### src/rtl/wb_write_arbiter_pkg.sv
// Shared definitions for the writeback arbiter: default widths and the
// register-write request record.
package wb_write_arbiter_pkg;

    localparam int DEF_DATA_W       = 32;
    localparam int DEF_ADDR_W       = 5;
    localparam int DEF_QDEPTH       = 4;
    localparam int DEF_STARVE_LIMIT = 3;
    localparam int NUM_REGS         = 32;

    typedef struct packed {
        logic [DEF_ADDR_W-1:0] addr;
        logic [DEF_DATA_W-1:0] data;
    } wr_req_t;

endpackage

### src/rtl/wb_write_arbiter_if.sv
// Writeback arbiter bus: ALU result path, long-latency handshake, register-file
// write port and hazard-visibility outputs.
interface wb_write_arbiter_if
    import wb_write_arbiter_pkg::*;
#(
    parameter int DATA_W = DEF_DATA_W,
    parameter int ADDR_W = DEF_ADDR_W,
    parameter int QDEPTH = DEF_QDEPTH
);
    localparam int CNT_W = $clog2(QDEPTH + 1);

    logic                  alu_valid;
    logic [ADDR_W-1:0]     alu_addr;
    logic [DATA_W-1:0]     alu_data;
    logic                  alu_stall;
    logic                  mem_valid;
    logic                  mem_ready;
    logic [ADDR_W-1:0]     mem_addr;
    logic [DATA_W-1:0]     mem_data;
    logic                  rd_we;
    logic [ADDR_W-1:0]     rd_addr;
    logic [DATA_W-1:0]     rd_data;
    logic [2**ADDR_W-1:0]  busy_mask;
    logic [CNT_W-1:0]      fifo_count;

    modport slave (
        input  alu_valid, alu_addr, alu_data,
        input  mem_valid, mem_addr, mem_data,
        output alu_stall, mem_ready,
        output rd_we, rd_addr, rd_data,
        output busy_mask, fifo_count
    );

    modport master (
        output alu_valid, alu_addr, alu_data,
        output mem_valid, mem_addr, mem_data,
        input  alu_stall, mem_ready,
        input  rd_we, rd_addr, rd_data,
        input  busy_mask, fifo_count
    );

endinterface

### src/rtl/wb_write_arbiter_fifo.sv
// Synchronous FIFO for long-latency results; exposes occupancy and a mask of
// destination registers held by valid entries.
module wb_result_fifo #(
    parameter int DATA_W = 32,
    parameter int ADDR_W = 5,
    parameter int DEPTH  = 4,
    localparam int PTR_W = $clog2(DEPTH),
    localparam int CNT_W = $clog2(DEPTH + 1)
) (
    input  logic                 clk,
    input  logic                 reset,
    input  logic                 push,
    input  logic [ADDR_W-1:0]    push_addr,
    input  logic [DATA_W-1:0]    push_data,
    input  logic                 pop,
    output logic [ADDR_W-1:0]    head_addr,
    output logic [DATA_W-1:0]    head_data,
    output logic                 empty,
    output logic                 full,
    output logic [CNT_W-1:0]     count,
    output logic [2**ADDR_W-1:0] busy_mask
);
    logic [ADDR_W-1:0] addr_mem [DEPTH];
    logic [DATA_W-1:0] data_mem [DEPTH];
    logic [PTR_W-1:0]  wr_ptr;
    logic [PTR_W-1:0]  rd_ptr;
    logic [CNT_W-1:0]  cnt;
    logic [PTR_W-1:0]  offs;

    always_ff @(posedge clk) begin
        if (reset) begin
            wr_ptr <= '0;
            rd_ptr <= '0;
            cnt    <= '0;
        end else begin
            if (push) begin
                addr_mem[wr_ptr] <= push_addr;
                data_mem[wr_ptr] <= push_data;
                wr_ptr           <= wr_ptr + 1'b1;
            end
            if (pop) begin
                rd_ptr <= rd_ptr + 1'b1;
            end
            case ({push, pop})
                2'b10:   cnt <= cnt + 1'b1;
                2'b01:   cnt <= cnt - 1'b1;
                default: cnt <= cnt;
            endcase
        end
    end

    // An entry is live when its distance from the read pointer is below count;
    // pointer arithmetic wraps naturally because DEPTH is a power of two.
    always_comb begin
        busy_mask = '0;
        offs      = '0;
        for (int i = 0; i < DEPTH; i++) begin
            offs = PTR_W'(i) - rd_ptr;
            if ({1'b0, offs} < cnt) begin
                busy_mask[addr_mem[i]] = 1'b1;
            end
        end
    end

    assign head_addr = addr_mem[rd_ptr];
    assign head_data = data_mem[rd_ptr];
    assign empty     = (cnt == '0);
    assign full      = (cnt == CNT_W'(DEPTH));
    assign count     = cnt;

endmodule

### src/rtl/wb_write_arbiter.sv
// Owns the register-file write port: ALU results win unless the buffered
// long-latency head has waited STARVE_LIMIT cycles.
module wb_write_arbiter
    import wb_write_arbiter_pkg::*;
#(
    parameter int DATA_W       = DEF_DATA_W,
    parameter int ADDR_W       = DEF_ADDR_W,
    parameter int QDEPTH       = DEF_QDEPTH,
    parameter int STARVE_LIMIT = DEF_STARVE_LIMIT
) (
    input  logic               clk,
    input  logic               reset,
    wb_write_arbiter_if.slave  bus
);
    localparam int CNT_W = $clog2(QDEPTH + 1);
    localparam int SC_W  = $clog2(STARVE_LIMIT + 1);

    logic                  fifo_push;
    logic                  fifo_pop;
    logic                  fifo_empty;
    logic                  fifo_full;
    logic [ADDR_W-1:0]     head_addr;
    logic [DATA_W-1:0]     head_data;
    logic [CNT_W-1:0]      fifo_count;
    logic [2**ADDR_W-1:0]  busy_mask;
    logic [SC_W-1:0]       starve_cnt;
    logic                  alu_stall;
    logic                  mem_ready;
    logic                  alu_ok;
    logic                  rd_we_q;
    logic [ADDR_W-1:0]     rd_addr_q;
    logic [DATA_W-1:0]     rd_data_q;

    assign alu_stall = !reset && (starve_cnt == SC_W'(STARVE_LIMIT));
    assign mem_ready = !reset && !fifo_full;

    // Writes to r0 are dropped at the door on both paths.
    assign fifo_push = bus.mem_valid && mem_ready && (bus.mem_addr != '0);
    assign alu_ok    = bus.alu_valid && (bus.alu_addr != '0) && !alu_stall;
    assign fifo_pop  = !fifo_empty && !alu_ok;

    wb_result_fifo #(
        .DATA_W (DATA_W),
        .ADDR_W (ADDR_W),
        .DEPTH  (QDEPTH)
    ) u_fifo (
        .clk       (clk),
        .reset     (reset),
        .push      (fifo_push),
        .push_addr (bus.mem_addr),
        .push_data (bus.mem_data),
        .pop       (fifo_pop),
        .head_addr (head_addr),
        .head_data (head_data),
        .empty     (fifo_empty),
        .full      (fifo_full),
        .count     (fifo_count),
        .busy_mask (busy_mask)
    );

    always_ff @(posedge clk) begin
        if (reset) begin
            rd_we_q    <= 1'b0;
            rd_addr_q  <= '0;
            rd_data_q  <= '0;
            starve_cnt <= '0;
        end else begin
            rd_we_q <= fifo_pop || alu_ok;
            if (fifo_pop) begin
                rd_addr_q <= head_addr;
                rd_data_q <= head_data;
            end else if (alu_ok) begin
                rd_addr_q <= bus.alu_addr;
                rd_data_q <= bus.alu_data;
            end
            if (fifo_empty || fifo_pop) begin
                starve_cnt <= '0;
            end else if (starve_cnt != SC_W'(STARVE_LIMIT)) begin
                starve_cnt <= starve_cnt + 1'b1;
            end
        end
    end

    assign bus.alu_stall  = alu_stall;
    assign bus.mem_ready  = mem_ready;
    assign bus.rd_we      = rd_we_q;
    assign bus.rd_addr    = rd_addr_q;
    assign bus.rd_data    = rd_data_q;
    assign bus.busy_mask  = busy_mask;
    assign bus.fifo_count = fifo_count;

endmodule

### src/flat_wrapper.sv
// flat-port wrapper written by rule: the top's interface ports become plain ports
module wb_write_arbiter_flat import wb_write_arbiter_pkg::*;
#(
    parameter int DATA_W       = DEF_DATA_W,
    parameter int ADDR_W       = DEF_ADDR_W,
    parameter int QDEPTH       = DEF_QDEPTH,
    parameter int STARVE_LIMIT = DEF_STARVE_LIMIT
)
  (clk, reset, bus_alu_valid, bus_alu_addr, bus_alu_data, bus_mem_valid, bus_mem_addr, bus_mem_data, bus_alu_stall, bus_mem_ready, bus_rd_we, bus_rd_addr, bus_rd_data, bus_busy_mask, bus_fifo_count);
  wb_write_arbiter_if #(.DATA_W(DATA_W), .ADDR_W(ADDR_W), .QDEPTH(QDEPTH)) bus_i ();
  input  logic clk;
  input  logic reset;
  input wire logic [$bits(bus_i.alu_valid)-1:0] bus_alu_valid;
  input wire logic [$bits(bus_i.alu_addr)-1:0] bus_alu_addr;
  input wire logic [$bits(bus_i.alu_data)-1:0] bus_alu_data;
  input wire logic [$bits(bus_i.mem_valid)-1:0] bus_mem_valid;
  input wire logic [$bits(bus_i.mem_addr)-1:0] bus_mem_addr;
  input wire logic [$bits(bus_i.mem_data)-1:0] bus_mem_data;
  output wire logic [$bits(bus_i.alu_stall)-1:0] bus_alu_stall;
  output wire logic [$bits(bus_i.mem_ready)-1:0] bus_mem_ready;
  output wire logic [$bits(bus_i.rd_we)-1:0] bus_rd_we;
  output wire logic [$bits(bus_i.rd_addr)-1:0] bus_rd_addr;
  output wire logic [$bits(bus_i.rd_data)-1:0] bus_rd_data;
  output wire logic [$bits(bus_i.busy_mask)-1:0] bus_busy_mask;
  output wire logic [$bits(bus_i.fifo_count)-1:0] bus_fifo_count;
  assign bus_i.alu_valid = bus_alu_valid;
  assign bus_i.alu_addr = bus_alu_addr;
  assign bus_i.alu_data = bus_alu_data;
  assign bus_i.mem_valid = bus_mem_valid;
  assign bus_i.mem_addr = bus_mem_addr;
  assign bus_i.mem_data = bus_mem_data;
  assign bus_alu_stall = bus_i.alu_stall;
  assign bus_mem_ready = bus_i.mem_ready;
  assign bus_rd_we = bus_i.rd_we;
  assign bus_rd_addr = bus_i.rd_addr;
  assign bus_rd_data = bus_i.rd_data;
  assign bus_busy_mask = bus_i.busy_mask;
  assign bus_fifo_count = bus_i.fifo_count;
  wb_write_arbiter #(.DATA_W(DATA_W), .ADDR_W(ADDR_W), .QDEPTH(QDEPTH), .STARVE_LIMIT(STARVE_LIMIT)) u_core (.clk(clk), .reset(reset), .bus(bus_i));
endmodule
### config.mk
export PLATFORM = sky130hd
export DESIGN_NAME = wb_write_arbiter_flat
export DESIGN_NICKNAME = d
export VERILOG_FILES = /design/src/rtl/wb_write_arbiter_pkg.sv /design/src/rtl/wb_write_arbiter_if.sv /design/src/rtl/wb_write_arbiter_fifo.sv /design/src/rtl/wb_write_arbiter.sv /design/src/flat_wrapper.sv
export SDC_FILE = /design/constraint.sdc
export NUM_CORES = 1
export LEC_CHECK = 0
export ABC_AREA = 1
export BUFFER_PORTS_ARGS = -buffer_cell sky130_fd_sc_hd__buf_2
export CORE_MARGIN = 2
export CORE_UTILIZATION = 45
export DETAILED_ROUTE_END_ITERATION = 10
export PLACE_DENSITY = 0.71
export SLEW_MARGIN = 20
export SYNTH_ARGS = -nofsm -noshare
export SYNTH_HDL_FRONTEND = slang
export SYNTH_HIERARCHICAL = 1
export SYNTH_SLANG_ARGS = --single-unit
export TNS_END_PERCENT = 100
### constraint.sdc
create_clock -name clk -period 3.6 [get_ports clk]
set_input_delay 0.54 -clock clk [delete_from_list [all_inputs] [get_ports clk]]
set_output_delay 0.54 -clock clk [all_outputs]
set_load 0.005 [all_outputs]
# After elaboration in Yosys (flattened, before gate mapping)
# Memory sizes are Yosys's and may differ from the RTL's. A register that Yosys moved wholly into a read port is not among the register bits.
# Index checks and enable logic that the tools add are counted.
dict set report word_totals {
  ff_bits 47
  latchBits 0
  mem_bits_rw 148
  romBits 0
  input_bits 78
  memories 2
}
dict set report classes {
  add_sub_neg 9
  multipliers 0
  div_mod_pow 0
  magnitude_cmp 12
  eq_ne 5
  n_shift 0
  n_mux 24
  bitwise_logic 3
  n_reduce_logical 24
}
# name words word_bits rd rd_clocked_by_memory_dff wr line
set mem_list {}
lappend mem_list {u_core.u_fifo.data_mem 4 32 1 1 1 wb_write_arbiter_fifo.sv:24} ;# logic [DATA_W-1:0] data_mem [DEPTH];
lappend mem_list {u_core.u_fifo.addr_mem 4 5 5 1 1 wb_write_arbiter_fifo.sv:23} ;# logic [ADDR_W-1:0] addr_mem [DEPTH];
# operator n
set op_table {}
lappend op_table {{$mux W32} 6}
lappend op_table {{$or A32 B32 Y32} 3}
lappend op_table {{$lt A5 B6 Y1 const B} 4}
lappend op_table {{$demux W1 S5} 4}
lappend op_table {{$ge A5 B1 Y1 const B} 4}
lappend op_table {{$lt A2 B3 Y1} 4}
lappend op_table {{$logic_and A1 B1 Y1} 11}
lappend op_table {{$mux W5} 2}
lappend op_table {{$reduce_bool A5 Y1} 2}
lappend op_table {{$mux W2} 4}
lappend op_table {{$mux W1} 7}
lappend op_table {{$add A2 B1 Y2 const B} 3}
lappend op_table {{$pmux W3 S2} 1}
lappend op_table {{$logic_not A1 Y1} 5}
lappend op_table {{$eq A2 B2 Y1 const B} 2}
lappend op_table {{$reduce_bool A2 Y1} 2}
lappend op_table {{$sub A1 B2 Y2 const A} 2}
lappend op_table {{$sub A2 B2 Y2 const A} 2}
lappend op_table {{$add A3 B1 Y3 const B} 1}
lappend op_table {{$eq A3 B3 Y1 const B} 1}
lappend op_table {{$logic_not A3 Y1} 1}
lappend op_table {{$sub A3 B1 Y3 const B} 1}
lappend op_table {{$eq A2 B1 Y1 const B} 1}
lappend op_table {{$logic_or A1 B1 Y1} 2}
lappend op_table {{2 further kinds} 2}

# Longest topological paths before layout
# Gate-level depths: netlist of the first run.
dict set report depth {
  word_depth 11
  mapped_depth 16
  ltp_nobuf 15
}

# Cells and area by module
# Netlist of the first run, hierarchy kept.
# module instances cells_each area_each_um2 seq_area_each_um2
set modules_own_cells {}
lappend modules_own_cells {wb_result_fifo 1 878 7997.7 4624.4}
lappend modules_own_cells {wb_write_arbiter 1 309 1948.1 800.8}

# Least setup slack after synthesis of the first run
# OpenSTA, ideal clock, no wires.
dict set report synth_path {
  kind {input-to-reg}
  from {input port reset}
  to {memory u_core.u_fifo.addr_mem[0][0] (enable)}
  setup_ns 0.431
  arrival_time_ns 2.504
  setup_slack_ns 0.664
  cell_stages 5
  n_path_buf 0
  path_cell_list {nor2_1 > nand3_1 > inv_1 > nand2_1 > nor2_1}
}
dict set report synth_via {
  elab_chain_len 7
}
# element line
set synth_lines {}
lappend synth_lines {{start: declaration} flat_wrapper.sv:12} ;# input logic reset;
lappend synth_lines {{$logic_not A1 Y1} wb_write_arbiter.sv:35} ;# assign mem_ready = !reset && !fifo_full;
lappend synth_lines {{$logic_and A1 B1 Y1} wb_write_arbiter.sv:35}
lappend synth_lines {{$logic_and A1 B1 Y1 (2 in series)} wb_write_arbiter.sv:38} ;# assign fifo_push = bus.mem_valid && mem_ready && (bus.mem_addr != '0);
lappend synth_lines {{named net u_core.fifo_push} wb_write_arbiter.sv:18} ;# logic fifo_push;
lappend synth_lines {{$mux W1} wb_write_arbiter_fifo.sv:36} ;# if (push) begin
lappend synth_lines {{$mux W1} wb_write_arbiter_fifo.sv:31} ;# if (reset) begin
lappend synth_lines {{$mux W1 (not written as such)} wb_write_arbiter_fifo.sv:37} ;# addr_mem[wr_ptr] <= push_addr;
lappend synth_lines {{end: declaration} wb_write_arbiter_fifo.sv:23}
# The timed path passes the listed nets, and every way through them passes these cells.

# Final worst setup path of the first run
dict set report layout_path {
  from {register u_core.u_fifo.rd_ptr[0]}
  to {output port bus_busy_mask[29]}
}
dict set report layout_via {
  elab_chain_len 9
  elab_cells_between_ends 15
}
# element line
set layout_lines {}
lappend layout_lines {{start: declaration} wb_write_arbiter_fifo.sv:26} ;# logic [PTR_W-1:0] rd_ptr;
lappend layout_lines {{start signal: assignment} wb_write_arbiter_fifo.sv:42} ;# rd_ptr <= rd_ptr + 1'b1;
lappend layout_lines {{$sub A1 B2 Y2} wb_write_arbiter_fifo.sv:58} ;# offs = PTR_W'(i) - rd_ptr;
lappend layout_lines {{$lt A2 B3 Y1} wb_write_arbiter_fifo.sv:59} ;# if ({1'b0, offs} < cnt) begin
lappend layout_lines {{$mux W32} wb_write_arbiter_fifo.sv:59}
lappend layout_lines {{$or A32 B32 Y32 (no line)} --}
lappend layout_lines {{$mux W32} wb_write_arbiter_fifo.sv:59}
lappend layout_lines {{$or A32 B32 Y32 (no line)} --}
lappend layout_lines {{$mux W32} wb_write_arbiter_fifo.sv:59}
lappend layout_lines {{$or A32 B32 Y32 (no line)} --}
lappend layout_lines {{$mux W32 (*)} wb_write_arbiter_fifo.sv:59}
lappend layout_lines {{end: declaration} flat_wrapper.sv:24} ;# output wire logic [$bits(bus_i.busy_mask)-1:0] bus_busy_mask;
# Mark *: on every way between the ends. The rest lies on a longest branch, timed or not.

==> impl_results.rst, run 1 <==
.. list-table::
   :header-rows: 1

   * - Metric
     - Value
   * - Synth Net Count
     - 1,276
   * - PortBufs
     - 152
   * - Routed length per instance
     - 16.5 µm
   * - Final weighted congestion in routability-driven placement
     - 0.932
   * - Finished Layout Cells
     - 1,607
   * - Sequential area share after synthesis
     - 54.5%
   * - I/O Pins
     - 153
   * - Setup bufs post-CTS
     - 0
   * - Worst Hold Margin
     - 0.319 ns
   * - Layout area overhead
     - 15.2%
   * - Pre-CTS worst setup slack
     - 0.929 ns
   * - Type of the tightest min-delay check
     - primary input to flip-flop
   * - Maximum number of pins on one net before global-route repair
     - 80
   * - Data required time of the worst path
     - 3.06 ns
   * - Number of cells produced by synthesis
     - 1,187
   * - Total of max-cap violations
     - 0
   * - Post-synthesis area per instance
     - 8.38 µm²
   * - Number of cell rows
     - 54
   * - Final period util
     - 83.7%
   * - Num Clock Sinks
     - 197
   * - Min cycle time layout
     - 3.01 ns
   * - Startpoint types
     - flip-flop
   * - Final Max Slew Viols
     - 0
   * - Worst-path fanout max
     - 32
   * - Capturing element type of the critical path
     - primary output
   * - Total Routed Length
     - 26.5 mm
   * - DP HPWL
     - 17.7 mm
   * - Area of the mapped netlist
     - 9950 µm²
   * - Clock transition at path regs
     - 0.07 ns
   * - Floorplan die area
     - 23,300 µm²
   * - Number of buffers created by CTS
     - 17
   * - Clk_lat worst skew
     - 0.43 ns
   * - Initial antenna violation count
     - 3
   * - Total number of nets in the final design
     - 1,401
   * - Flops & latches, synth
     - 197
   * - Via count
     - 8,611
   * - Measured slew at the worst slew-check pin
     - 0.927 ns
   * - Avg Vias per Cell
     - 5.36
   * - Utilization of the core after routing
     - 52.7%
   * - Result of the run
     - complete, no violations
   * - Worst ir drop on vdd
     - 0.410 mV
   * - Clock tree from TritonCTS
     - yes
   * - Maximum clock frequency
     - 332 MHz
   * - Unrepaired setup endpoints after global routing
     - no
   * - Vias in the first global route
     - 7,918
   * - Class of the most critical setup path
     - flip-flop to primary output
   * - Final setup violating endpoints
     - 0
   * - Yosys warning count
     - 6
   * - Leak pwr
     - 4.76 nW
   * - Number of detailed-route iterations in the first pass
     - 9
   * - Worst endpoint data arrival time
     - 2.47 ns
   * - Global-route usage over all layers
     - 22.8%
   * - Final clock skew
     - 0.0123 ns
   * - Placed Instances
     - 1,573
   * - Layout cells sized above 1
     - 19.0%
   * - Die Width
     - 153 µm
   * - Global-route wire length before repair
     - 42.1 mm
   * - Remaining global-route overflow
     - 0
   * - Number of gates given a new drive strength after cts
     - 0
   * - Power density cells
     - 609 nW/µm²
   * - Antenna-violating nets left
     - 0
   * - Count of routing violations after the opening detailed-route iteration
     - 843
   * - Clk buf depth
     - 2
   * - Maximum level of the CTS H-tree
     - 4
   * - Core footprint
     - 21,800 µm²
   * - Number of DRC violations after detailed routing
     - 0
   * - Final setup margin
     - 0.585 ns
   * - Remaining max-slew budget at the tightest pin
     - 38.1%
   * - Initial core utilization
     - 45.7%
   * - Hold-fix buffers, CTS
     - 0
   * - Hold violation total from the final report
     - 0
   * - Vert. Die Dim
     - 153 µm
   * - Library cell used as clock root buffer
     - clkbuf_16
   * - Total negative slack for setup checks
     - 0 ns
   * - Post-synthesis cell type count
     - 28
==> placed cells by master (no fill, tap or decap), types with 3 or more instances in the layout <==
cell / instances
nor2_1: 273
nand2_1: 272
buf_2: 152
edfxtp_1: 148
nand3_1: 140
o21ai_0: 74
dfxtp_1: 48
inv_1: 46
o22ai_1: 32
nor2_2: 28
a21oi_1: 22
clkbuf_16: 17
buf_4: 12
ha_1: 10
nor2_4: 7
inv_2: 6
nand2_2: 6
inv_6: 4
bufinv_16: 3
clkinvlp_4: 3
nand2_4: 3
nor3_1: 3
==> per-stage QoR <==
step	cell area, µm²	power [W]
after floorplan	9950	0.00459
after global placement	10800	0.00505
after detailed placement	10800	0.00509
after CTS	11500	0.00700
after global routing	11500	0.00737
final	11500	0.00698
==> kinds of logic (layout without fill, tap and decap cells) <==
group / count (synthesis) / count (layout) / share of synthesized area [%]
other: 0 / 2 / 0
xor gates and xnor gates: 2 / 2 / 0.176
AOI/OAI and AO/OA: 129 / 129 / 7.01
and+or+nand+nor: 735 / 735 / 31.1
adders and majority gates: 11 / 11 / 1.46
buffers and inverters: 113 / 251 / 5.75
DFF: 197 / 197 / 54.5
==> power by group <==
group | internal, W | switching (W)
Clock | 0.00110 | 0.000820
Sequential | 0.00266 | 0.000134
Combinational | 0.000653 | 0.00161
==> Yosys cell counts <==
cell	instances	area [µm²]
nor2_1	277	1040
nand2_1	272	1020
edfxtp_1	148	4440
nand3_1	140	701
o21ai_0	74	370
dfxtp_1	49	981
inv_1	46	173
o22ai_1	32	200
nor2_2	28	175
buf_2	26	130
a21oi_1	22	110
clkbuf_1	16	60.1
buf_6	13	146
ha_1	10	125
inv_2	6	22.5
nand2_2	6	37.5
buf_4	4	30.0
nand2_4	3	33.8
nor2_4	3	33.8
nor3_1	3	15.0
xor2_1	2	17.5
a21oi_4	1	16.3
buf_1	1	3.75
fa_1	1	20.0
inv_4	1	6.26
nand3_2	1	10.0
nor3_4	1	16.3
or2_2	1	6.26
==> final cells by class <==
class / count / area [µm²]
Tap cell: 280 / 350
Timing Repair Buffer: 166 / 891
Fill cell: 1997 / 10300
Multi-Input combinational cell: 877 / 3980
Clock inverter: 14 / 174
Inverter: 53 / 201
Antenna cell: 2 / 5.00
Sequential cell: 197 / 5430
Clock buffer: 18 / 429
==> sequential cells by signal, indices dropped and copies added, names as in the netlist, named ones only <==
| register | cells |
|---|---|
| u_core/bus.rd_we | 1 |
| u_core/u_fifo/wr_ptr | 2 |
| u_core/u_fifo/count | 3 |
| u_core/bus.rd_addr | 5 |
| u_core/u_fifo/rd_ptr | 2 |
| u_core/u_fifo/addr_mem | 20 |
| u_core/u_fifo/data_mem | 128 |
| u_core/bus.rd_data | 32 |
| u_core/starve_cnt | 2 |
==> layer usage <==
layer  share of wire (%)  wire length (µm)  track usage (%)  up-vias
met5               0.041                11                0        -
met4                 2.6               684             8.33        2
met3                 7.4              1980             4.35       47
met2                  48             12800             37.3      357
met1                  42             11000             30.3     4012
li1                    -                 -                -     4193
==> worst paths after layout <==
check / from / end / slack [ns] / cells past startpoint
hold reg to reg: u_core/bus.rd_data[7] / u_core/bus.rd_data[7] / 0.44 / 2
setup / recovery: u_core/u_fifo/rd_ptr[0] / bus_busy_mask[29] / 0.59 / 11
hold / removal: bus_mem_data[15] / u_core/u_fifo/data_mem[3][15] / 0.32 / 1
setup reg to reg: u_core/starve_cnt[0] / u_core/bus.rd_data[5] / 1.05 / 11
==> critical path, stage by stage, from the launching register on <==
cell and delay (ns):
dfxtp_1 0.42, xor2_1 0.22, inv_1 0.06, ha_1 0.27, inv_1 0.03, nor2_1 0.08, nand2_1 0.07, nand2_2 0.45
nor2_1 0.12, nor2_1 0.11, nand2_1 0.06, buf_2 0.13
Note: power is estimated with default switching activity, not from simulation.
==> run 2: changes to the inputs <==
--- a/config.mk
+++ b/config.mk
@@ -5,12 +5,12 @@
 export SDC_FILE = /design/constraint.sdc
 export NUM_CORES = 1
 export LEC_CHECK = 0
-export ABC_AREA = 1
+export ABC_AREA = 0
 export BUFFER_PORTS_ARGS = -buffer_cell sky130_fd_sc_hd__buf_2
 export CORE_MARGIN = 2
 export CORE_UTILIZATION = 45
 export DETAILED_ROUTE_END_ITERATION = 10
-export PLACE_DENSITY = 0.71
+export PLACE_DENSITY = 0.74
 export SLEW_MARGIN = 20
 export SYNTH_ARGS = -nofsm -noshare
 export SYNTH_HDL_FRONTEND = slang
==> constraint.sdc (replaced) <==
create_clock -name clk -period 2.4 [get_ports clk]
set_input_delay 0.36 -clock clk [delete_from_list [all_inputs] [get_ports clk]]
set_output_delay 0.36 -clock clk [all_outputs]
set_load 0.005 [all_outputs]
==> run 2 against run 1 <==
  * The run now ends with negative setup slack left
  * Synthesized area down 9.0%
  * Clock skew decreased by 0.0017 ns
  * Worst setup slack worse by 0.72 ns
  * Sequential power up 48%
  * Flip-flop and latch count stayed put
  * Critical endpoint is now bus_busy_mask[5]
==> impl_results.rst, run 2 <==
.. list-table::
   :header-rows: 1

   * - Metric
     - Value
   * - Violations in the final reports
     - negative setup slack
   * - Avg Vias per Cell
     - 5.69 (was 5.36)
   * - Most frequent cells after synthesis
     - 148 x edfxtp_1, 62 x nand2_1, 49 x dfxtp_1 (was 277 x nor2_1, 272 x nand2_1, 148 x edfxtp_1)
   * - Unrepaired setup endpoints after global routing
     - yes (was no)
   * - Leak pwr
     - 4.10 nW (was 4.76 nW)
   * - Timing startpoint of the critical path
     - u_core/u_fifo/rd_ptr[0] (unchanged)
   * - Total negative slack for setup checks
     - -3.22 ns (was 0 ns)
   * - Final clock skew
     - 0.0106 ns (was 0.0123 ns)
   * - Clock tree from TritonCTS
     - yes (unchanged)
   * - Measured slew at the worst slew-check pin
     - 0.689 ns (was 0.927 ns)
   * - Data required time of the worst path
     - 2.04 ns (was 3.06 ns)
   * - Top layer in use
     - met5 (unchanged)
   * - Total of max-cap violations
     - 0 (unchanged)
   * - Number of DRC violations after detailed routing
     - 0 (unchanged)
   * - Final Max Slew Viols
     - 0 (unchanged)
   * - Total met3 wirelength after detailed routing
     - 1.43 mm (was 1.98 mm)
   * - Commonest non-fill, non-tap cell in the layout
     - buf_2 (was nor2_1)
   * - PortBufs
     - 152 (unchanged)
   * - Startpoint types
     - flip-flop (unchanged)
   * - Layout cells sized above 1
     - 39.5% (was 19.0%)
   * - Number of cell instances on the worst register-to-register path
     - 12 (was 11)
   * - Floorplan die area
     - 21,300 µm² (was 23,300 µm²)
   * - Remaining global-route overflow
     - 0 (unchanged)
   * - Result of the run
     - complete, but fails checks (was complete, no violations)
   * - Min cycle time layout
     - 2.53 ns
   * - I/O Pins
     - 153 (unchanged)
   * - Area of the mapped netlist
     - 9050 µm² (was 9950 µm²)
   * - Remaining max-slew budget at the tightest pin
     - 54.1% (was 38.1%)
   * - Hold violation total from the final report
     - 0 (unchanged)
   * - Area contributors post-synth
     - edfxtp_1 49%, dfxtp_1 11%, mux4_2 9.2%, mux2i_1 4.2%, o221ai_1 3.1% (was edfxtp_1 45%, nor2_1 10%, nand2_1 10%, dfxtp_1 9.9%, nand3_1 7.0%)
   * - Layout area overhead
     - 24.8% (was 15.2%)
   * - Number of flops mapped to enable cells by yosys
     - 148 (unchanged)
   * - Sequential area share after synthesis
     - 59.9% (was 54.5%)
   * - Dominant synthesized flop cell
     - edfxtp_1 (unchanged)
   * - Global-route wire length before repair
     - 34.7 mm (was 42.1 mm)
   * - Maximum number of pins on one net before global-route repair
     - 46 (was 80)
   * - Worst endpoint data arrival time
     - 2.17 ns (was 2.47 ns)
   * - Vias in the first global route
     - 6,217 (was 7,918)
   * - Final setup violating endpoints
     - 32 (was 0)
   * - Worst Hold Margin
     - 0.142 ns (was 0.319 ns)
   * - Final weighted congestion in routability-driven placement
     - 0.927 (was 0.932)
   * - Post-synthesis area per instance
     - 13.8 µm² (was 8.38 µm²)
   * - Met2 WL
     - 11.2 mm (was 12.8 mm)
   * - Total number of nets in the final design
     - 912 (was 1,401)
   * - Class of the most critical setup path
     - flip-flop to primary output (unchanged)
   * - Die Width
     - 146 µm (was 153 µm)
   * - Final period util
     - 105%
   * - Wire length on met1
     - 9.13 mm (was 11.0 mm)
   * - Leading cell types in the layout, fill and taps excluded
     - 152 x buf_2, 148 x edfxtp_1, 62 x nand2_1 (was 273 x nor2_1, 272 x nand2_1, 152 x buf_2)
   * - Final setup margin
     - -0.130 ns (was 0.585 ns)
   * - Clock transition at path regs
     - 0.07 ns (about the same)
   * - Type of the tightest min-delay check
     - primary input to flip-flop (unchanged)
   * - Vert. Die Dim
     - 146 µm (was 153 µm)
   * - Antenna-violating nets left
     - 0 (unchanged)
   * - Library cell used as clock root buffer
     - clkbuf_16 (unchanged)
   * - Antenna diode count
     - 0 (was 2)
   * - Num Clock Sinks
     - 197 (unchanged)
   * - Hold Startpoint
     - bus_mem_data[14] (was bus_mem_data[15])
   * - Number of detailed-route iterations in the first pass
     - 5 (was 9)
   * - Worst hold path cell count
     - 1 (unchanged)
   * - Total Routed Length
     - 22.2 mm (was 26.5 mm)
   * - Flops & latches, synth
     - 197 (unchanged)
   * - Worst-path fanout max
     - 8 (was 32)
   * - Largest register by flop count
     - u_core/u_fifo/data_mem (unchanged)
   * - Number of buffers created by CTS
     - 17 (unchanged)
   * - Initial core utilization
     - 46.2% (was 45.7%)
   * - Global-route usage over all layers
     - 20.9% (was 22.8%)
   * - Maximum clock frequency
     - 395 MHz
   * - Power density cells
     - 957 nW/µm² (was 609 nW/µm²)
   * - Via count
     - 6,264 (was 8,611)
   * - Worst ir drop on vdd
     - 0.658 mV (was 0.410 mV)
   * - Clk buf depth
     - 2 (unchanged)
   * - Number of cell rows
     - 51 (was 54)
   * - Hold-fix buffers, CTS
     - 0 (unchanged)
   * - Core footprint
     - 19,600 µm² (was 21,800 µm²)
   * - Synth Net Count
     - 743 (was 1,276)
   * - Initial antenna violation count
     - 1 (was 3)
   * - Yosys warning count
     - 6 (unchanged)
   * - Routed length per instance
     - 20.1 µm (was 16.5 µm)
   * - Count of routing violations after the opening detailed-route iteration
     - 530 (was 843)
   * - Cell accounting for the most synthesized area
     - edfxtp_1 (unchanged)
   * - Reg-to-reg startpoint
     - u_core/u_fifo/count[1] (was u_core/starve_cnt[0])
   * - Maximum level of the CTS H-tree
     - 4 (unchanged)
   * - Capturing element type of the critical path
     - primary output (unchanged)
   * - Count leader, synth
     - edfxtp_1 (was nor2_1)
   * - Number of cells produced by synthesis
     - 654 (was 1,187)
   * - Max FFs per register
     - 128 (unchanged)
   * - Share of the synthesized area in the top cell type
     - 49.1% (was 44.7%)
   * - Ys async rst share
     - 0% (unchanged)
   * - Clk_lat worst skew
     - 0.43 ns (about the same)
   * - DP HPWL
     - 15.0 mm (was 17.7 mm)
   * - Post-synthesis cell type count
     - 46 (was 28)
[run 2: what timing repair did]
item / in CTS / in global routing
pin swaps: 9 / 4
cloned: 2 / 1
buffers inserted: 3 / 1
endpoints found under the setup margin: 33 / 66
gates resized for setup: 33 / 32
[run 2: final cells by class]
type / count / area, µm²
clock buffers: 21 / 440
clock inverters: 11 / 116
fillers: 1565 / 8300
inverters: 12 / 50.0
multi-input cells: 405 / 3690
flip-flops and latches: 197 / 5430
well taps: 265 / 332
repair buffers: 190 / 1230
[run 2: cell families (layout without fill, tap and decap cells)]
group                    count (synthesis)  in the layout  share of synthesized area (%)
AO/OA/AOI/OAI                          117            117                           10.7
XOR/XNOR                                 7              7                          0.677
adder cells (fa/ha/maj)                 11             11                           1.60
buffers and inverters                   52            234                           2.97
flip-flops                             197            197                           59.9
multiplexers                            76             76                           13.5
AND/OR/NAND/NOR                        194            194                           10.6
[run 2: final timing paths]
check                                                     end  slack (ns)
worst max-delay path                         bus_busy_mask[5]       -0.13
worst min-delay path            u_core/u_fifo/data_mem[3][14]        0.14
worst max register to register         u_core/u_fifo/count[2]        0.11
worst min register to register           u_core/starve_cnt[0]        0.55
[run 2: critical path, stage by stage, from the launching register on]
cell and delay, ns:
dfxtp_2 0.35, xnor2_4 0.20, ha_4 0.22, nor2b_4 0.14, a211oi_4 0.28, buf_6 0.19, a22oi_1 0.10, o221ai_1 0.11
buf_2 0.15
[run 2: layer usage]
metal  vias to the layer above  GRT usage [%]
li1                       2888              -
met3                        43           3.98
met4                         2           5.54
met2                       276           35.7
met5                         -              0
met1                      3055           27.6
[run 2: through the flow]
stage | setup slack [ns] | area [µm²] | util, % | instances | total power [W]
2_1_floorplan | -0.307 | 9080 | - | 654 | 0.00657
3_3_place_gp | -0.244 | 10300 | 52.5 | 1062 | 0.00752
3_5_place_dp | -0.300 | 10300 | 52.5 | 1062 | 0.00755
4_1_cts | -0.116 | 11100 | 56.5 | 1099 | 0.0106
5_1_grt | -0.204 | 11300 | 57.7 | 1101 | 0.0114
6_report | -0.130 | 11300 | 57.7 | 1101 | 0.0108
[run 2: where the power goes]
part | internal [W] | switching (W)
clock network | 0.00146 | 0.00122
logic | 0.00185 | 0.00214
registers | 0.00397 | 0.000175
total | 0.00727 | 0.00354
==> run 3: changes to the inputs <==
--- a/config.mk
+++ b/config.mk
@@ -7,8 +7,10 @@
 export LEC_CHECK = 0
 export ABC_AREA = 0
 export BUFFER_PORTS_ARGS = -buffer_cell sky130_fd_sc_hd__buf_2
+export CORE_ASPECT_RATIO = 0.75
 export CORE_MARGIN = 2
 export CORE_UTILIZATION = 45
+export CTS_BUF_LIST = sky130_fd_sc_hd__clkbuf_4
 export DETAILED_ROUTE_END_ITERATION = 10
 export PLACE_DENSITY = 0.74
 export SLEW_MARGIN = 20
==> run 3 against run 2 <==
  * The run still ends with negative setup slack left
  * Hold slack worse by 0.090 ns
  * Global-route usage up 0.51 points
  * Register-to-register slack about the same
  * Clock-buffer cell count down 2
  * Power down 9.7%
  * Worst setup slack worse by 0.17 ns
  * Combinational power down 1%
  * Critical path depth unchanged
  * Critical path type unchanged
  * Critical endpoint is now bus_busy_mask[11]
  * Largest cell class unchanged
  * Highest routed layer is now met4
==> impl_results.rst, run 3 (synthesis results as in run 2) <==
.. list-table::
   :header-rows: 1

   * - Metric
     - Value
   * - Core footprint
     - 19,500 µm² (was 19,600 µm²)
   * - Via count
     - 6,537 (was 6,264)
   * - Number of buffers created by CTS
     - 17 (unchanged)
   * - Violations in the final reports
     - negative setup slack (unchanged)
   * - Finished Layout Cells
     - 1,154 (was 1,101)
   * - Final Max Slew Viols
     - 0 (unchanged)
   * - Leading cell types in the layout, fill and taps excluded
     - 152 x buf_2, 148 x edfxtp_1, 65 x dlygate4sd3_1 (was 152 x buf_2, 148 x edfxtp_1, 62 x nand2_1)
   * - Capturing element type of the critical path
     - primary output (unchanged)
   * - Worst-path fanout max
     - 8 (unchanged)
   * - Layout cells sized above 1
     - 35.1% (was 39.5%)
   * - Min cycle time layout
     - 2.70 ns (was 2.53 ns)
   * - Max FFs per register
     - 128 (unchanged)
   * - Global-route usage over all layers
     - 21.4% (was 20.9%)
   * - Final setup margin
     - -0.301 ns (was -0.130 ns)
   * - Result of the run
     - complete, but fails checks (unchanged)
   * - Remaining global-route overflow
     - 0 (unchanged)
   * - Number of detailed-route iterations in the first pass
     - 6 (was 5)
   * - DP HPWL
     - 14.8 mm (was 15.0 mm)
   * - PortBufs
     - 152 (unchanged)
   * - Data required time of the worst path
     - 2.04 ns (about the same)
   * - Count of routing violations after the opening detailed-route iteration
     - 580 (was 530)
   * - Hold violation total from the final report
     - 0 (unchanged)
   * - Final period util
     - 113% (was 105%)
   * - Largest register by flop count
     - u_core/u_fifo/data_mem (unchanged)
   * - Number of DRC violations after detailed routing
     - 0 (unchanged)
   * - Class of the most critical setup path
     - flip-flop to primary output (unchanged)
   * - Maximum number of pins on one net before global-route repair
     - 75 (was 46)
   * - Total number of nets in the final design
     - 976 (was 912)
   * - Worst endpoint data arrival time
     - 2.34 ns (was 2.17 ns)
   * - Final setup violating endpoints
     - 32 (unchanged)
   * - Layout area overhead
     - 27.0% (was 24.8%)
   * - Placed Instances
     - 1,050 (was 1,062)
   * - Power density cells
     - 849 nW/µm² (was 957 nW/µm²)
   * - Final clock skew
     - 0.0224 ns (was 0.0106 ns)
   * - Vias in the first global route
     - 6,500 (was 6,217)
   * - Clock tree from TritonCTS
     - yes (unchanged)
   * - Antenna-violating nets left
     - 0 (unchanged)
   * - Total Routed Length
     - 22.7 mm (was 22.2 mm)
   * - Library cell used as clock root buffer
     - clkbuf_4 (was clkbuf_16)
   * - Clock transition at path regs
     - 0.16 ns (was 0.07 ns)
   * - Initial core utilization
     - 46.3% (was 46.2%)
   * - Maximum level of the CTS H-tree
     - 4 (unchanged)
   * - Die Width
     - 168 µm (was 146 µm)
   * - Clk buf depth
     - 2 (unchanged)
   * - Routed length per instance
     - 19.7 µm (was 20.1 µm)
   * - Unrepaired setup endpoints after global routing
     - yes (unchanged)
   * - Vert. Die Dim
     - 127 µm (was 146 µm)
   * - Total of max-cap violations
     - 0 (unchanged)
   * - Leak pwr
     - 4.22 nW (was 4.10 nW)
   * - Avg Vias per Cell
     - 5.66 (was 5.69)
   * - Final weighted congestion in routability-driven placement
     - 0.928 (was 0.927)
   * - I/O Pins
     - 153 (unchanged)
   * - Maximum clock frequency
     - 370 MHz (was 395 MHz)
   * - Clk_lat worst skew
     - 0.57 ns (was 0.43 ns)
   * - Post-DP Area
     - 10,300 µm² (about the same)
   * - Remaining max-slew budget at the tightest pin
     - 53.0% (was 54.1%)
   * - Worst ir drop on vdd
     - 0.499 mV (was 0.658 mV)
   * - Floorplan die area
     - 21,300 µm² (about the same)
   * - Commonest non-fill, non-tap cell in the layout
     - buf_2 (unchanged)
   * - Worst Hold Margin
     - 0.0520 ns (was 0.142 ns)
   * - Num Clock Sinks
     - 197 (unchanged)
   * - Global-route wire length before repair
     - 34.9 mm (was 34.7 mm)
   * - Post-route design area
     - 11,500 µm² (was 11,300 µm²)
   * - Measured slew at the worst slew-check pin
     - 0.704 ns (was 0.689 ns)
   * - Initial antenna violation count
     - 1 (unchanged)
   * - Type of the tightest min-delay check
     - primary input to flip-flop (unchanged)
   * - Number of cell rows
     - 44 (was 51)
   * - Startpoint types
     - flip-flop (unchanged)
==> run 3: cell types whose count changed in the layout (fill, tap and decap cells not counted), sizes merged <==
| cell | delta |
|---|---|
| diode | +1 |
| dlygate4sd3 | +65 |
| clkbuf | -3 |
| clkinvlp | -1 |
| inv | +3 |
==> run 3: path summary, 6_finish.rpt <==
| path | from | end | slack (ns) | cells after the start |
|---|---|---|---|---|
| worst min-delay path | bus_alu_data[10] | u_core/bus.rd_data[10] | 0.05 | 3 |
| worst max register to register | u_core/u_fifo/count[1] | u_core/u_fifo/count[2] | 0.12 | 12 |
| worst max-delay path | u_core/u_fifo/rd_ptr[1] | bus_busy_mask[11] | -0.30 | 8 |
| worst min register to register | u_core/starve_cnt[1] | u_core/starve_cnt[1] | 0.56 | 2 |
==> run 3: area by class of cell <==
cell class / count / area [µm²]
Clock inverter: 13 / 119
Tap cell: 253 / 317
Antenna cell: 1 / 2.50
Fill cell: 1516 / 8040
Clock buffer: 19 / 143
Sequential cell: 197 / 5430
Multi-Input combinational cell: 405 / 3600
Timing Repair Buffer: 254 / 1850
Inverter: 12 / 45.0
==> run 3: per-layer routing <==
metal	vias up	global-route usage [%]	share of wire [%]	wire length (µm)
met2	328	32.9	46	10400
met5	-	0	0	0
met1	3145	29.9	44	9900
met4	0	7.31	2.2	500
li1	3021	-	-	-
met3	43	5.40	8.5	1930
==> run 3: metrics by stage <==
stage	power, W	util, %	TNS [ns]	setup WS (ns)
after global placement	0.00754	52.5	-0.237	-0.237
after CTS	0.00969	58.2	-10.08	-0.332
final	0.00976	58.8	-8.63	-0.301
after detailed placement	0.00758	52.5	-0.296	-0.268
after global routing	0.0103	58.8	-13.40	-0.451
after floorplan	0.00657	-	-7.80	-0.307
==> run 3: repair_timing <==
| action | CTS | global route |
|---|---|---|
| hold endpoints to repair | 167 | 1 |
| buffers inserted | 5 | 0 |
| pin swaps | 7 | 3 |
| endpoints found under the setup margin | 32 | 64 |
| cloned | 1 | 0 |
| hold buffers | 64 | 1 |
| gates resized for setup | 25 | 22 |
==> run 3: critical path: stages, from the launching register on <==
cell and delay [ns]:
dfxtp_4 0.39, xnor2_2 0.13, ha_1 0.28, nor2b_4 0.19, a211oi_4 0.10, buf_6 0.16
a22oi_1 0.23, o221ai_1 0.15, buf_2 0.15
==> run 3: power breakdown <==
group          total, W  switching, W  internal [W]
sequential      0.00413      0.000169       0.00396
combinational   0.00395       0.00210       0.00185
clock           0.00168       0.00112      0.000557
